`src/rtl/line_follow_if.sv`:
```
// Handshake bundle between the line tracker/host and line_follow_ctrl.
// Carries the steering inputs and the registered wheel command outputs.
interface line_follow_if #(
    parameter int SPD_W = 10
);
    logic             enable;
    logic [1:0]       track_state;
    logic             obstacle;
    logic [SPD_W-1:0] left_speed;
    logic [SPD_W-1:0] right_speed;
    logic             left_dir;
    logic             right_dir;
    logic [2:0]       mode;

    modport master (
        output enable, track_state, obstacle,
        input  left_speed, right_speed, left_dir, right_dir, mode
    );

    modport slave (
        input  enable, track_state, obstacle,
        output left_speed, right_speed, left_dir, right_dir, mode
    );
endinterface

```
`src/rtl/line_follow_ctrl.sv`:
```
// Line-follow motion sequencer: debounces the tracker decision and drives wheel commands.
// Optional macro OBSTACLE_STOP_EN adds the BLOCKED state driven by the obstacle input.
module line_follow_ctrl #(
    parameter int DEBOUNCE       = 4,
    parameter int SEARCH_TIMEOUT = 5000,
    parameter int SPD_W          = 10,
    parameter int FWD_SPEED      = 700,
    parameter int TURN_FAST      = 700,
    parameter int TURN_SLOW      = 200,
    parameter int SEARCH_SPEED   = 400
) (
    input  logic          clk,
    input  logic          reset,
    line_follow_if.slave  bus
);

    typedef enum logic [2:0] {
        ST_IDLE    = 3'd0,
        ST_FWD     = 3'd1,
        ST_TURN_L  = 3'd2,
        ST_TURN_R  = 3'd3,
        ST_SEARCH  = 3'd4,
        ST_HALT    = 3'd5,
        ST_BLOCKED = 3'd6
    } state_t;

    localparam int DW = (DEBOUNCE > 1) ? $clog2(DEBOUNCE) : 1;
    localparam logic [DW-1:0] DEB_LAST = DW'(DEBOUNCE - 1);
    localparam int SW = $clog2(SEARCH_TIMEOUT + 1);
    localparam logic [SW-1:0] SEARCH_LAST = SW'(SEARCH_TIMEOUT - 1);

    localparam logic [SPD_W-1:0] FWD_S    = SPD_W'(FWD_SPEED);
    localparam logic [SPD_W-1:0] FAST_S   = SPD_W'(TURN_FAST);
    localparam logic [SPD_W-1:0] SLOW_S   = SPD_W'(TURN_SLOW);
    localparam logic [SPD_W-1:0] SEARCH_S = SPD_W'(SEARCH_SPEED);
    localparam logic [SPD_W-1:0] ZERO_S   = {SPD_W{1'b0}};

    logic [1:0]       cand_r;
    logic [DW-1:0]    deb_cnt_r;
    logic [DW-1:0]    deb_cnt_nxt_s;
    logic             deb_accept_s;
    logic [1:0]       acc_r;

    state_t           state_r;
    state_t           state_nxt_s;
    logic [SW-1:0]    search_cnt_r;
    logic [SW-1:0]    search_cnt_nxt_s;
    logic             last_turn_r;      // 0 = left, 1 = right
    logic             last_turn_nxt_s;

    logic [SPD_W-1:0] left_speed_r;
    logic [SPD_W-1:0] right_speed_r;
    logic             left_dir_r;
    logic             right_dir_r;

    function automatic state_t follow_state(input logic [1:0] decision);
        state_t st;
        case (decision)
            2'b11:   st = ST_FWD;
            2'b10:   st = ST_TURN_L;
            2'b01:   st = ST_TURN_R;
            default: st = ST_SEARCH;
        endcase
        return st;
    endfunction

    // Debounce counter: counts repeat samples of the candidate, saturating once accepted.
    always_comb begin
        deb_cnt_nxt_s = {DW{1'b0}};
        if (bus.track_state == cand_r) begin
            if (deb_cnt_r == DEB_LAST) begin
                deb_cnt_nxt_s = deb_cnt_r;
            end else begin
                deb_cnt_nxt_s = deb_cnt_r + DW'(1);
            end
        end else begin
            deb_cnt_nxt_s = {DW{1'b0}};
        end
        deb_accept_s = (deb_cnt_nxt_s == DEB_LAST);
    end

    // Debounce registers: candidate, run length and accepted decision.
    always_ff @(posedge clk) begin
        if (reset) begin
            cand_r    <= 2'b00;
            deb_cnt_r <= {DW{1'b0}};
            acc_r     <= 2'b00;
        end else begin
            cand_r    <= bus.track_state;
            deb_cnt_r <= deb_cnt_nxt_s;
            if (deb_accept_s) begin
                acc_r <= bus.track_state;
            end else begin
                acc_r <= acc_r;
            end
        end
    end

    // Next-state, search counter and pivot-direction selection.
    always_comb begin
        state_nxt_s = state_r;
        if (!bus.enable) begin
            state_nxt_s = ST_IDLE;
`ifdef OBSTACLE_STOP_EN
        end else if (bus.obstacle && (state_r == ST_FWD || state_r == ST_TURN_L ||
                                      state_r == ST_TURN_R || state_r == ST_SEARCH)) begin
            state_nxt_s = ST_BLOCKED;
`endif
        end else begin
            case (state_r)
                ST_IDLE, ST_FWD, ST_TURN_L, ST_TURN_R: state_nxt_s = follow_state(acc_r);
                ST_SEARCH: begin
                    // Reacquiring the line takes precedence over the timeout.
                    if (acc_r != 2'b00) begin
                        state_nxt_s = follow_state(acc_r);
                    end else if (search_cnt_r == SEARCH_LAST) begin
                        state_nxt_s = ST_HALT;
                    end else begin
                        state_nxt_s = ST_SEARCH;
                    end
                end
                ST_HALT: state_nxt_s = ST_HALT;
`ifdef OBSTACLE_STOP_EN
                ST_BLOCKED: begin
                    if (bus.obstacle) begin
                        state_nxt_s = ST_BLOCKED;
                    end else begin
                        state_nxt_s = follow_state(acc_r);
                    end
                end
`endif
                default: state_nxt_s = ST_IDLE;
            endcase
        end

        // Leaving BLOCKED back into SEARCH resumes the held count instead of restarting it.
        search_cnt_nxt_s = search_cnt_r;
        if (state_nxt_s == ST_SEARCH) begin
            if (state_r == ST_SEARCH) begin
                search_cnt_nxt_s = search_cnt_r + SW'(1);
            end else if (state_r == ST_BLOCKED) begin
                search_cnt_nxt_s = search_cnt_r;
            end else begin
                search_cnt_nxt_s = {SW{1'b0}};
            end
        end else begin
            search_cnt_nxt_s = search_cnt_r;
        end

        last_turn_nxt_s = last_turn_r;
        if (state_nxt_s == ST_TURN_L && state_r != ST_TURN_L) begin
            last_turn_nxt_s = 1'b0;
        end else if (state_nxt_s == ST_TURN_R && state_r != ST_TURN_R) begin
            last_turn_nxt_s = 1'b1;
        end else begin
            last_turn_nxt_s = last_turn_r;
        end
    end

    // Drive FSM with wheel commands registered alongside the state.
    always_ff @(posedge clk) begin
        if (reset) begin
            state_r       <= ST_IDLE;
            search_cnt_r  <= {SW{1'b0}};
            last_turn_r   <= 1'b0;
            left_speed_r  <= ZERO_S;
            right_speed_r <= ZERO_S;
            left_dir_r    <= 1'b1;
            right_dir_r   <= 1'b1;
        end else begin
            state_r      <= state_nxt_s;
            search_cnt_r <= search_cnt_nxt_s;
            last_turn_r  <= last_turn_nxt_s;
            case (state_nxt_s)
                ST_FWD: begin
                    left_speed_r  <= FWD_S;
                    right_speed_r <= FWD_S;
                    left_dir_r    <= 1'b1;
                    right_dir_r   <= 1'b1;
                end
                ST_TURN_L: begin
                    left_speed_r  <= SLOW_S;
                    right_speed_r <= FAST_S;
                    left_dir_r    <= 1'b1;
                    right_dir_r   <= 1'b1;
                end
                ST_TURN_R: begin
                    left_speed_r  <= FAST_S;
                    right_speed_r <= SLOW_S;
                    left_dir_r    <= 1'b1;
                    right_dir_r   <= 1'b1;
                end
                ST_SEARCH: begin
                    left_speed_r  <= SEARCH_S;
                    right_speed_r <= SEARCH_S;
                    left_dir_r    <= last_turn_nxt_s;
                    right_dir_r   <= ~last_turn_nxt_s;
                end
                default: begin
                    left_speed_r  <= ZERO_S;
                    right_speed_r <= ZERO_S;
                    left_dir_r    <= 1'b1;
                    right_dir_r   <= 1'b1;
                end
            endcase
        end
    end

`ifndef OBSTACLE_STOP_EN
    logic obstacle_unused_s;
    assign obstacle_unused_s = bus.obstacle;
`endif

    assign bus.mode        = state_r;
    assign bus.left_speed  = left_speed_r;
    assign bus.right_speed = right_speed_r;
    assign bus.left_dir    = left_dir_r;
    assign bus.right_dir   = right_dir_r;

endmodule
```
`src/flat_wrapper.sv`:
```
// flat-port wrapper written by rule: the top's interface ports become plain ports
module line_follow_ctrl_flat 
#(
    parameter int DEBOUNCE       = 4,
    parameter int SEARCH_TIMEOUT = 5000,
    parameter int SPD_W          = 10,
    parameter int FWD_SPEED      = 700,
    parameter int TURN_FAST      = 700,
    parameter int TURN_SLOW      = 200,
    parameter int SEARCH_SPEED   = 400
)
  (clk, reset, bus_enable, bus_track_state, bus_obstacle, bus_left_speed, bus_right_speed, bus_left_dir, bus_right_dir, bus_mode);
  line_follow_if #(.SPD_W(SPD_W)) bus_i ();
  input  logic clk;
  input  logic reset;
  input wire logic [$bits(bus_i.enable)-1:0] bus_enable;
  input wire logic [$bits(bus_i.track_state)-1:0] bus_track_state;
  input wire logic [$bits(bus_i.obstacle)-1:0] bus_obstacle;
  output wire logic [$bits(bus_i.left_speed)-1:0] bus_left_speed;
  output wire logic [$bits(bus_i.right_speed)-1:0] bus_right_speed;
  output wire logic [$bits(bus_i.left_dir)-1:0] bus_left_dir;
  output wire logic [$bits(bus_i.right_dir)-1:0] bus_right_dir;
  output wire logic [$bits(bus_i.mode)-1:0] bus_mode;
  assign bus_i.enable = bus_enable;
  assign bus_i.track_state = bus_track_state;
  assign bus_i.obstacle = bus_obstacle;
  assign bus_left_speed = bus_i.left_speed;
  assign bus_right_speed = bus_i.right_speed;
  assign bus_left_dir = bus_i.left_dir;
  assign bus_right_dir = bus_i.right_dir;
  assign bus_mode = bus_i.mode;
  line_follow_ctrl #(.DEBOUNCE(DEBOUNCE), .SEARCH_TIMEOUT(SEARCH_TIMEOUT), .SPD_W(SPD_W), .FWD_SPEED(FWD_SPEED), .TURN_FAST(TURN_FAST), .TURN_SLOW(TURN_SLOW), .SEARCH_SPEED(SEARCH_SPEED)) u_core (.clk(clk), .reset(reset), .bus(bus_i));
endmodule
```
`config.mk`:
```
export PLATFORM = sky130hd
export DESIGN_NAME = line_follow_ctrl_flat
export DESIGN_NICKNAME = d
export VERILOG_FILES = /design/src/rtl/line_follow_if.sv /design/src/rtl/line_follow_ctrl.sv /design/src/flat_wrapper.sv
export SDC_FILE = /design/constraint.sdc
export NUM_CORES = 1
export LEC_CHECK = 0
export CAP_MARGIN = 0
export CORE_MARGIN = 2
export CORE_UTILIZATION = 52
export CTS_CLUSTER_DIAMETER = 150
export CTS_CLUSTER_SIZE = 16
export DETAILED_ROUTE_END_ITERATION = 10
export GPL_TIMING_DRIVEN = 0
export PLACE_DENSITY = 0.82
export SLEW_MARGIN = 10
export SYNTH_ARGS = -nofsm -noshare
export SYNTH_HDL_FRONTEND = slang
export SYNTH_SLANG_ARGS = --single-unit
```
`constraint.sdc`:
```
create_clock -name clk -period 3.05 [get_ports clk]
set_input_delay 0.61 -clock clk [delete_from_list [all_inputs] [get_ports clk]]
set_output_delay 0.61 -clock clk [all_outputs]
set_load 0.05 [all_outputs]
```
==> flow_metrics.py, run 1 <==
metrics = {
    "logic_synthesis": {
        "synth-edff-count": 0,
        "ys_types": 50,
        "ys_seq_area_frac": 0.422,
        "synthArstFlopShare": 0,
        "syn_avg_cell_area_um2": 8.83,
        "synth.most_common_cell": "dfxtp_1",
        "synth_commonest_cells": "37 x dfxtp_1, 17 x a21oi_1, 15 x nor2_1, 13 x nand2_1, 10 x nand3_1",
        "yosysWarnings": 0,
        "syn_area_um2": 1760,
        "syn_inst": 199,
        "netlist.area_leader.share": 0.422,
        "ys_ff_latch": 37,
        "yosysTopAreaCell": "dfxtp_1",
        "synth-main-ff-cell": "dfxtp_1",
        "yosys-top-cells-area": "dfxtp_1 42%, a21oi_1 4.8%, o31ai_1 3.8%, ha_1 3.6%, buf_4 3.4%",
    },
    "clock_tree": {
        "cts_hold_buf": 0,
        "htree_levels": 2,
        "cts_buffers": 5,
        "cts_tree": "yes",
        "clk_latency_ps": 360,
        "clk_pin_slew_ps": 120,
        "cts.sinks": 37,
        "ctsResizeCount": 0,
        "clockRootBuffer": "clkbuf_4",
        "clk_path_buf_depth": 2,
        "cts_setup_buffers": 0,
    },
    "timing": {
        "hold_slack_ps": 437,
        "setup_viol_count_final": 0,
        "rsz0062_at_grt": "no",
        "worst_pin_slew_ps": 618,
        "final_min_period_over_clock_period": 0.860,
        "setup_tns_ps": 0,
        "layout_min_cycle_time_ps": 2620,
        "relSlewSlack": 0.586,
        "final_hold_viol_count": 0,
        "slew_viol_final": 0,
        "skew_ps": 8.50,
        "timing.fmax_mhz": 381,
        "fin_ws_ps": 427,
    },
    "placement": {
        "dp_slack_ps": 335,
        "dp_hpwl_um": 2660,
        "gp_congestion": 0.868,
        "io_buffers": 24,
    },
    "detailed_routing": {
        "wl_met1_um": 1770,
        "met3RoutedLength_um": 170,
        "dr.max_layer_used": "met4",
        "drc": 0,
        "vias": 1545,
        "wl_met2_um": 1730,
        "antenna_left": 0,
        "drt-wirelength-per-cell_um": 13.4,
        "drtIter0Drc": 55,
        "drtPass1Iterations": 4,
        "wl_um": 3750,
        "routed_via_density": 5.52,
    },
    "grt": {
        "antenna_found_initial": 0,
        "grt_max_degree": 14,
        "grt_pass1_wl_um": 6640,
        "grt_util_all_layers": 0.214,
        "grt-ovfl-total": 0,
        "grt_pass1_vias": 1464,
    },
    "critical_path": {
        "crit_arrival_ps": 2910,
        "startpoint_type": "flop",
        "crit_chain": "inv_1, ha_1, or4b_1, nor4_4, o211a_1, clkbuf_1, o21ai_0, a21oi_1",
        "slowest_stage": "or4b_1",
        "critPathRequiredTime_ps": 3340,
        "worst-path-max-fanout": 10,
        "worstSetupEndpointType": "flop",
        "cpPeakStageDelay_ps": 510,
        "critical_path_class": "flop to flop",
    },
    "outcome": {
        "status": "finished clean",
    },
    "min_path": {
        "min_path_type": "flop to flop",
    },
    "die": {
        "dieArea_um2": 3860,
        "fp.dieW_um": 62.1,
        "io-pin-count": 31,
        "num_rows": 21,
        "die_y_um": 62.1,
        "initial_core_util": 0.535,
        "core_um2": 3280,
    },
    "finish": {
        "finalNetCount": 244,
        "areaGrowthSynthToFinish_pct": 23.6,
        "num-fill-cells": 265,
        "num_antenna_cells": 0,
        "fin_util": 0.661,
        "drive_above_1_share": 0.128,
    },
    "pwr": {
        "power.density_nw_per_um2": 480,
        "vdd_drop_max_v": 0.000354,
        "p_leak_uw": 0.000812,
    },
    "run": {
        "max_cap_violations": 0,
    },
}
==> cell type report <==
type,count,area (um^2),area share
tap,46,57.6,0.0265
buffer,16,109,0.0501
multi-input combinational,141,888,0.409
sequential,37,741,0.341
clock inverter,3,68.8,0.0317
timing repair buffer,24,240,0.111
inverter,8,30.0,0.0138
clock buffer,5,37.5,0.0173
==> placed cells by master (no fill, tap or decap), types with 2 or more instances in the layout <==
master / synthesis / layout
mux2i_1: 2 / 2
inv_1: 8 / 8
or4_1: 6 / 6
nand3_1: 10 / 10
dfxtp_1: 37 / 37
o21ai_0: 7 / 7
nor4_1: 2 / 2
o31ai_1: 9 / 9
nor3_1: 6 / 6
clkdlybuf4s50_1: 0 / 24
a21oi_1: 17 / 17
clkbuf_1: 5 / 5
o311ai_0: 3 / 3
o22ai_1: 2 / 2
nor2b_1: 3 / 3
a31oi_1: 2 / 2
nor2_1: 15 / 15
ha_1: 5 / 5
conb_1: 1 / 4
and2_1: 3 / 3
clkbuf_4: 0 / 5
nand2_1: 13 / 13
buf_4: 8 / 8
or2_2: 2 / 2
xor2_1: 2 / 2
bufinv_16: 0 / 2
nand2b_1: 2 / 2
nand4_1: 4 / 4
==> through the flow <==
step	total power, uW	cell area (um^2)	std cells
finish	1040	2170	280
CTS	1050	2170	280
global route	1080	2170	280
floorplan	589	1770	202
global placement	618	2070	272
detailed placement	620	2070	272
==> worst paths after layout <==
path                                                     start                                   to  slack [ps]  depth (start not counted)
worst max register to register    u_core.acc_r[1]$_SDFFE_PP0N_  u_core.search_cnt_r[0]$_SDFFE_PP0P_         430                          8
worst max-delay path              u_core.acc_r[1]$_SDFFE_PP0N_  u_core.search_cnt_r[0]$_SDFFE_PP0P_         430                          8
worst min-delay path            u_core.deb_cnt_r[0]$_SDFF_PP0_       u_core.deb_cnt_r[0]$_SDFF_PP0_         440                          1
worst min register to register  u_core.deb_cnt_r[0]$_SDFF_PP0_       u_core.deb_cnt_r[0]$_SDFF_PP0_         440                          1
==> per-layer routing <==
| metal | up-vias | global-route usage |
|---|---|---|
| met1 | 714 | 0.275 |
| li1 | 784 | - |
| met5 | - | 0 |
| met4 | 0 | 0.117 |
| met3 | 8 | 0.0471 |
| met2 | 39 | 0.337 |
==> kinds of logic (layout without fill, tap and decap cells) <==
logic type,after synthesis,count (layout),synth area share
and+or+nand+nor,77,77,0.247
AOI/OAI and AO/OA,50,50,0.188
DFF,37,37,0.422
buffers and inverters,24,56,0.0791
adders and majority gates,5,5,0.0356
xor gates and xnor gates,3,3,0.0150
muxes,2,2,0.0114
other,1,4,0.00213
==> where the power goes <==
group          switching [uW]  internal, uW
Clock                     175           258
Sequential               4.48           494
Combinational            75.2          36.1
Total                     255           788
==> state kept, by name, indices dropped and copies added (netlist names) <==
| signal | flops |
|---|---|
| u_core.acc_r | 2 |
| u_core.bus.left_dir | 1 |
| u_core.bus.left_speed | 6 |
| u_core.bus.mode | 3 |
| u_core.bus.right_dir | 1 |
| u_core.bus.right_speed | 6 |
| u_core.cand_r | 2 |
| u_core.deb_cnt_r | 2 |
| u_core.last_turn_r | 1 |
| u_core.search_cnt_r | 13 |
==> worst max-delay path, delay by kind of cell (launching register included) <==
kind / cells / cell delay (ps)
DFF: 1 / 350
AOI/OAI and AO/OA: 3 / 680
adders and majority gates: 1 / 230
and+or+nand+nor: 2 / 780
buffers and inverters: 2 / 520
No activity file was read; power rests on OpenSTA's default activity.
==> run 2, diff against run 1 <==
CTS_CLUSTER_SIZE = 20   (was 16)
==> results of run 2 <==
Final layout, timing and power as in run 1 (identical DEF).
